===== src/rtl/digit_stream_tx.sv =====
// Captures num on start, double-dabbles it to BCD and sends digits MSD-first on data under a timed strobe; start/busy/done handshake, no backpressure.
// Latency NUM_W+2+2*n*HOLD_CYCLES from accept to done; define DIGIT_LZ_SUPPRESS_EN to skip leading zero digits.
module digit_stream_tx #(
   parameter int DIGITS      = 6,
   parameter int NUM_W       = 32,
   parameter int HOLD_CYCLES = 1200000
) (
   input  logic             hwclk,
   input  logic             rst_n,
   input  logic             start,
   input  logic [NUM_W-1:0] num,
   output logic [3:0]       data,
   output logic             strobe,
   output logic             busy,
   output logic             done,
   output logic             ovf
);

   localparam int BCD_W  = 4 * DIGITS;
   localparam int CNT_W  = $clog2(NUM_W + 1);
   localparam int HCNT_W = (HOLD_CYCLES > 1) ? $clog2(HOLD_CYCLES) : 1;
   localparam int IDX_W  = (DIGITS > 1) ? $clog2(DIGITS) : 1;

   localparam logic [CNT_W-1:0]  CONV_LAST = CNT_W'(NUM_W);
   localparam logic [HCNT_W-1:0] HOLD_LAST = HCNT_W'(HOLD_CYCLES - 1);
   localparam logic [IDX_W-1:0]  IDX_TOP   = IDX_W'(DIGITS - 1);

   typedef enum logic [2:0] {
      S_IDLE,
      S_CONV,
      S_LOAD,
      S_HOLD,
      S_GAP,
      S_DONE
   } state_t;

   state_t              r_state;
   state_t              w_state_nxt;
   logic [NUM_W-1:0]    r_shift;
   logic [BCD_W-1:0]    r_bcd;
   logic                r_ovf;
   logic [CNT_W-1:0]    r_bit_cnt;
   logic [HCNT_W-1:0]   r_hold_cnt;
   logic [IDX_W-1:0]    r_idx;
   logic [3:0]          r_data;

   logic [BCD_W-1:0]    w_adj;
   logic [BCD_W-1:0]    w_bcd_nxt;
   logic [NUM_W-1:0]    w_shift_nxt;
   logic                w_carry;
   logic [IDX_W-1:0]    w_first_idx;
   logic [IDX_W-1:0]    w_idx_dec;

   // One double-dabble step; a bit leaving the top nibble means num >= 10^DIGITS.
   always_comb begin
      w_adj = r_bcd;
      for (int i = 0; i < DIGITS; i++) begin
         if (r_bcd[4*i +: 4] > 4'd4) begin
            w_adj[4*i +: 4] = r_bcd[4*i +: 4] + 4'd3;
         end
      end
      {w_carry, w_bcd_nxt, w_shift_nxt} = {w_adj, r_shift, 1'b0};
   end

   always_comb begin
`ifdef DIGIT_LZ_SUPPRESS_EN
      w_first_idx = '0;
      for (int i = 1; i < DIGITS; i++) begin
         if (r_bcd[4*i +: 4] != 4'd0) begin
            w_first_idx = IDX_W'(i);
         end
      end
`else
      w_first_idx = IDX_TOP;
`endif
   end

   assign w_idx_dec = r_idx - 1'b1;

   always_ff @(posedge hwclk or negedge rst_n) begin
      if (!rst_n) begin
         r_state <= S_IDLE;
      end else begin
         r_state <= w_state_nxt;
      end
   end

   always_comb begin
      w_state_nxt = r_state;
      strobe      = 1'b0;
      busy        = 1'b1;
      done        = 1'b0;
      case (r_state)
         S_IDLE: begin
            busy = 1'b0;
            if (start) w_state_nxt = S_CONV;
         end
         // The final CONV cycle (counter at terminal) lets ovf and BCD settle before LOAD.
         S_CONV: if (r_bit_cnt == CONV_LAST) w_state_nxt = S_LOAD;
         S_LOAD: w_state_nxt = S_HOLD;
         S_HOLD: begin
            strobe = 1'b1;
            if (r_hold_cnt == HOLD_LAST) w_state_nxt = S_GAP;
         end
         S_GAP: begin
            if (r_hold_cnt == HOLD_LAST) begin
               w_state_nxt = (r_idx == '0) ? S_DONE : S_HOLD;
            end
         end
         S_DONE: begin
            busy        = 1'b0;
            done        = 1'b1;
            w_state_nxt = S_IDLE;
         end
         default: w_state_nxt = S_IDLE;
      endcase
   end

   always_ff @(posedge hwclk or negedge rst_n) begin
      if (!rst_n) begin
         r_shift    <= '0;
         r_bcd      <= '0;
         r_ovf      <= 1'b0;
         r_bit_cnt  <= '0;
         r_hold_cnt <= '0;
         r_idx      <= '0;
         r_data     <= '0;
      end else begin
         case (r_state)
            S_IDLE: begin
               if (start) begin
                  r_shift   <= num;
                  r_bcd     <= '0;
                  r_ovf     <= 1'b0;
                  r_bit_cnt <= '0;
               end
            end
            S_CONV: begin
               if (r_bit_cnt != CONV_LAST) begin
                  r_bcd     <= w_bcd_nxt;
                  r_shift   <= w_shift_nxt;
                  r_ovf     <= r_ovf | w_carry;
                  r_bit_cnt <= r_bit_cnt + 1'b1;
               end
            end
            S_LOAD: begin
               r_idx      <= w_first_idx;
               r_hold_cnt <= '0;
               r_data     <= r_bcd[4*w_first_idx +: 4];
            end
            S_HOLD: begin
               r_hold_cnt <= (r_hold_cnt == HOLD_LAST) ? '0 : r_hold_cnt + 1'b1;
            end
            S_GAP: begin
               if (r_hold_cnt == HOLD_LAST) begin
                  r_hold_cnt <= '0;
                  if (r_idx != '0) begin
                     r_idx  <= w_idx_dec;
                     r_data <= r_bcd[4*w_idx_dec +: 4];
                  end
               end else begin
                  r_hold_cnt <= r_hold_cnt + 1'b1;
               end
            end
            default: ;
         endcase
      end
   end

   assign data = r_data;
   assign ovf  = r_ovf;

endmodule


===== config.mk =====
export PLATFORM = sky130hd
export DESIGN_NAME = digit_stream_tx
export DESIGN_NICKNAME = d
export VERILOG_FILES = /design/src/rtl/digit_stream_tx.sv
export SDC_FILE = /design/constraint.sdc
export NUM_CORES = 1
export LEC_CHECK = 0
export CAP_MARGIN = 40
export CORE_UTILIZATION = 58
export DETAILED_ROUTE_END_ITERATION = 12
export GPL_TIMING_DRIVEN = 0
export PLACE_DENSITY_LB_ADDON = 0.08
export SLEW_MARGIN = 20
export SYNTH_ARGS = -nofsm -noshare
export SYNTH_HDL_FRONTEND = slang
export SYNTH_SLANG_ARGS = --single-unit

===== constraint.sdc =====
create_clock -name hwclk -period 3.15 [get_ports hwclk]
set_clock_uncertainty 0.2 [all_clocks]
set_input_delay 0.63 -clock hwclk [delete_from_list [all_inputs] [get_ports hwclk]]
set_output_delay 0.63 -clock hwclk [all_outputs]
set_load 0.03 [all_outputs]

# --- After elaboration in Yosys (flattened, before gate mapping) ---
# Index checks and enable logic that the tools add are counted.
totals:
  register_bits: 94
  inputBits: 35
  output_inout_bits: 8
  wordCells: 85
classes:
  add_sub_neg: 9
  order_cmp: 6
  n_eq_ne: 14
  shift: 1
  muxes: 35
  bitwise: 1
  n_reduce_logical: 11
op_table:
  columns: ["operator", "count"]
  rows:
  - ["32-bit two-way mux", 2]
  - ["32-bit one-hot mux with 2 select lines", 1]
  - ["24-bit two-way mux", 2]
  - ["24-bit one-hot mux with 2 select lines", 1]
  - ["21-bit one-hot mux with 2 select lines", 1]
  - ["4-bit two-way mux", 8]
  - ["4-bit by 2-bit adder with 4-bit output (second input constant)", 6]
  - ["4-bit by 3-bit > comparator with 1-bit output (second input constant)", 6]
  - ["24-bit by 6-bit indexed part select with 4-bit output", 1]
  - ["21-bit by 1-bit adder with 21-bit output (second input constant)", 1]
  - ["21-bit equality test (second input constant)", 1]
  - ["21-bit two-way mux", 1]
  - ["3-bit two-way mux", 7]
  - ["3-bit one-hot mux with 5 select lines", 1]
  - ["6-bit two-way mux", 2]
  - ["2-bit inequality test (second input constant)", 6]
  - ["6-bit one-hot mux with 2 select lines", 1]
  - ["4-bit one-hot mux with 2 select lines", 1]
  - ["6-bit by 1-bit adder with 6-bit output (second input constant)", 1]
  - ["3-bit by 2-bit equality test with 1-bit output (second input constant)", 2]
  - ["3-bit equality test (second input constant)", 2]
  - ["6-bit equality test (second input constant)", 1]
  - ["3-bit logical NOT", 2]
  - ["6-bit inequality test (second input constant)", 1]
  - ["11 further kinds", 19]

# --- Logic depth before layout (Yosys ltp) ---
logic_depth:
  depth_word: 5
  mapped_depth: 9
  depth_no_buf: 7

# --- Worst setup path after synthesis ---
# No wires, ideal clock.
synth_timing:
  kind: "register to register"
  from: "register r_idx[0]"
  to: "register r_data[1], in the netlist data[1]"
  setup_ns: 0.128
  t_arrival_ns: 2.295
  required_time_ns: 2.822
  setup_slack_ns: 0.528
  stages_incl_launch_ff: 9
  path_buffers: 2
  synth_period_minus_slack_ns: 2.622
  path_cell_list: "dfrtp_1 buf_2 inv_1 ha_1 clkbuf_1 mux4_2 a22oi_1 o21ai_0 mux2_1"
synth_between:
  elab_chain_len: 5
  word_cells_on_any_way: 8
  classes_between: "add/sub: 1; eq/ne: 1; shift: 1; mux: 3; reduce/logical: 2"
synth_rtl:
  columns: ["element", "line_no", "rtl"]
  rows:
  - ["from (decl)", "44", "logic [IDX_W-1:0] r_idx;"]
  - ["from (signal assigned)", "147", "r_idx <= w_first_idx;"]
  - ["from (signal assigned)", "158", "r_idx <= w_idx_dec;"]
  - ["3-bit by 1-bit subtractor with 3-bit output", "78", "assign w_idx_dec = r_idx - 1'b1;"]
  - ["24-bit by 6-bit indexed part select with 4-bit output", "159", "r_data <= r_bcd[4*w_idx_dec +: 4];"]
  - ["4-bit two-way mux", "157", "if (r_idx != '0) begin"]
  - ["4-bit two-way mux", "155", "if (r_hold_cnt == HOLD_LAST) begin"]
  - ["4-bit one-hot mux with 2 select lines", "129", "case (r_state)"]
  - ["to (signal assigned)", "149", "r_data <= r_bcd[4*w_first_idx +: 4];"]
  - ["to (signal assigned)", "159", null]
  - ["to (decl)", "45", "logic [3:0] r_data;"]
# Several ways; a longest one is shown, not always the timed one. The select of a mux whose other input is x is not followed.
# A chain may end at the register's enable or synchronous reset.

# --- Worst setup path in the final report ---
layout_timing:
  from: "register r_state[1]"
  to: "output busy"
layout_between:
  elab_chain_len: 3
  word_cells_on_any_way: 4
  classes_between: "eq/ne: 1; mux: 1; reduce/logical: 2"
layout_rtl:
  columns: ["element", "line_no", "rtl"]
  rows:
  - ["from (decl)", "37", "state_t r_state;"]
  - ["from (signal assigned)", "84", "r_state <= w_state_nxt;"]
  - ["3-bit equality test or 3-bit logical NOT (tied branches)", "93", "case (r_state)"]
  - ["2-bit OR reduction (no line) (*)", null, null]
  - ["1-bit two-way mux (*)", "93", null]
  - ["to (decl)", "14", "output logic busy,"]
# Every way passes the cells marked *; elsewhere a longest branch is shown, timed or not.

==> results_dict.tcl <==
set metrics [dict create \
    result_of_the_run "completed" \
    drt_pre_antenna_iters 5 \
    ctsRootBufferMaster "clkbuf_8" \
    synth.area.top_cells "dfrtp_1, nor2_1, o22ai_1, o21ai_0, a21oi_1" \
    setup.worst_path.end_class "primary output" \
    min_delay_worst_endpoint "r_hold_cnt[20]" \
    dp_hpwl_mm 8.186 \
    number_of_instances_in_the_synthesized_netlist 545 \
    synth_enable_flop_cells 0 \
    fmaxAchievable_mhz 334.1 \
    timing.rr.end "data[1]" \
    reg2reg_setup_slack_ps 270 \
    routedLengthMet1_mm 5.268 \
    detailroute.via_count 4405 \
    r2r_start "r_idx[0]" \
    die_area_um2 9027 \
    fillers 666 \
    highest-signal-layer "met4" \
    area.growth.synth_to_final_pct 15.24 \
    synth-seq-area-share_pct 46.88 \
    grt_setup_unrepaired "false" \
    layout.cells.non_filler 709 \
    vert_die_dim_um 95.01 \
    synth.lib_cells_used.distinct 57 \
    max_slew.worst_pin.slew_ps 717.1 \
    fin_crit_sh_pct 95.01 \
    worst_skew_pair.late_latency_ps 360 \
    grt_pass1_wl_mm 19.56 \
    drive_gt1_share_pct 9.106 \
    max_buffers_root_to_sink 2 \
    die_x_um 95.01 \
    synthFlopType "dfrtp_1" \
    initialDrtViolationCount 248 \
    antenna-diode-count 0 \
    synthesis.yosys.warnings 0 \
    ir_worst_vdd_v 0.0005129 \
    max_cap_viols 0 \
    worstSetupPathType "flip-flop to primary output" \
    dp_cells 693 \
    numPortBuffers 42 \
    met2_length_mm 5.755 \
    number_of_failing_setup_endpoints_in_the_final_timing_report 0 \
    antenna_violating_nets_post_route 0 \
    ys_async_sr_fraction_pct 100.0 \
    synth_compound_area_share_pct 20.60 \
    critPathArrivalTime_ps 2160 \
    design.core.area_um2 8299 \
    netlist.area_leader.share_pct 46.88 \
    cts.sinks 94 \
    setup_tns_ps 0 \
    numCtsBuffers 9 \
    drcViolationCount 0 \
    netlist.top_cell.by_area "dfrtp_1" \
    power-per-cell-area_nw_per_um2 845.0 \
    postSynthAreaPerCell_um2 9.206 \
    final_nets 645 \
    rows 33 \
    syn-cell-area_um2 5017 \
    critical_path.max_fanout 10 \
    cp-startpoint "r_state[1]" \
    worstHoldStart "r_hold_cnt[20]" \
    report.final.hold_viol_count 0 \
    r2r_cells 7 \
    clk_transition_reported_paths_ps 90 \
    synthesized_netlist_net_count 591 \
    dominant_combinational_cell_family_by_area_after_synthesis "compound AO/OA/AOI/OAI gates" \
    total_congestion_overflow 0 \
    synth_fa_ha_area_share_pct 2.743 \
    timing.final.crit_period_ps 2993 \
    via_per_inst 6.213 \
    drt_wl_total_mm 11.74 \
    gp_congestion 0.8393 \
    met3RoutedLength_um 554 \
    ys_ff_latch 94 \
    slew_headroom_pct 52.07 \
    p_leak_nw 2.417 \
    tritoncts "done" \
    via_count_of_the_first_global_routing_pass 4151 \
    hold_path_class "flip-flop to flip-flop" \
    grt_start_max_net_pins 75 \
    floorplan.io_pins 43 \
    worst_setup_path_start_kind "flip-flop" \
    hold_crit_depth 1 \
    h-tree-depth 3 \
    finalMaxSlewViolations 0 \
    total_routing_usage_gr_pct 28.15 \
    synth_mux_area_share_pct 3.691 \
    synth-simple-area-share_pct 19.65 \
    avgRoutedWirePerCell_um 16.55 \
    critPathRequiredTime_ps 2320 \
    initial_core_util_pct 60.46 \
    grt_antenna_before_repair 0 \
    synth_xor_area_share_pct 1.746 \
]
where the power goes:
part / switching, mW / internal, mW
logic: 1.21 / 0.933
registers: 0.357 / 1.64
clock network: 0.431 / 0.312
total: 2.00 / 2.89
cell usage after synthesis (5+ instances only):
master and number:
dfrtp_1 94, nor2_1 85, o22ai_1 42, nand2_1 40, o21ai_0 35, a21oi_1 32
inv_1 25, a31oi_1 16, buf_2 14, nor3_1 14, nand3_1 12, clkbuf_1 11
ha_1 11, xnor2_1 9, o31ai_1 8, nor2b_1 7, a32o_1 6, nand4_1 6
mux2i_1 5, nand2b_1 5, or3_1 5
layout make-up:
type | count | area (um2) | share of cell area, %
inverter | 25 | 93.84 | 1.623
clock inverter | 4 | 31.28 | 0.5410
sequential | 94 | 2352 | 40.68
buffer | 27 | 138.9 | 2.402
multi-input combinational | 398 | 2430 | 42.03
clock buffer | 12 | 145.1 | 2.510
timing repair buffer | 44 | 459.2 | 7.942
tap | 105 | 131.4 | 2.272
timing repair:
action	CTS	global route
endpoints found under the hold margin	20	0
endpoints found under the setup margin	0	3
setup buffers	0	0
hold buffers	1	0
gates resized for setup	0	2
metal layers:
metal  track usage (%)  up-vias
li1                  -     2080
met1             37.87     2193
met2             45.92      119
met3             5.183       13
met4             9.722        0
met5                 0        -
worst max path at each step:
stage,slack (ps),end,cells past startpoint
finish,160,busy,4
global route,70,busy,4
CTS,80,busy,4
detailed placement,130,data[1],8
global placement,-2220,r_shift[19],1
floorplan,530,data[1],8
flip-flops by register name (all words and copies together) (netlist names):
register,count
r_shift,32
r_state,3
r_idx,3
ovf,1
r_bit_cnt,6
r_bcd,24
data,4
r_hold_cnt,21
metrics by stage:
stage          instance area (um2)  setup slack, ps  util (%)  power [mW]  hold slack, ps
3_3_place_gp                  5569            -2218     67.10       4.014           253.8
6_report                      5782            157.1     69.67       4.886           279.9
4_1_cts                       5784            84.17     69.70       4.886           277.7
2_1_floorplan                 5017            527.7         -       3.535           134.4
3_5_place_dp                  5598            132.8     67.45       4.139           265.3
5_1_grt                       5782            70.56     69.67       5.266           324.4
kinds of logic after synthesis:
logic type / Yosys count
compound gates: 163
xor+xnor: 10
fa+ha+maj: 11
buf+inv: 53
flops: 94
mux: 13
simple gates: 201
worst max-delay path: stages, from the launching register on:
cell,delay [ps]
dfrtp_1,390
buf_2,180
clkbuf_1,230
or3_1,410
clkdlybuf4s50_1,590
cells in the final DEF (no fill, tap or decap), types with 11 or more instances in the layout:
| master | instances |
|---|---|
| dfrtp_1 | 94 |
| nor2_1 | 85 |
| o22ai_1 | 42 |
| clkdlybuf4s50_1 | 41 |
| nand2_1 | 40 |
| o21ai_0 | 35 |
| a21oi_1 | 32 |
| inv_1 | 25 |
| a31oi_1 | 16 |
| buf_2 | 14 |
| nor3_1 | 14 |
| nand3_1 | 12 |
| clkbuf_1 | 11 |
| ha_1 | 11 |
(Power assumes the default switching activity.)
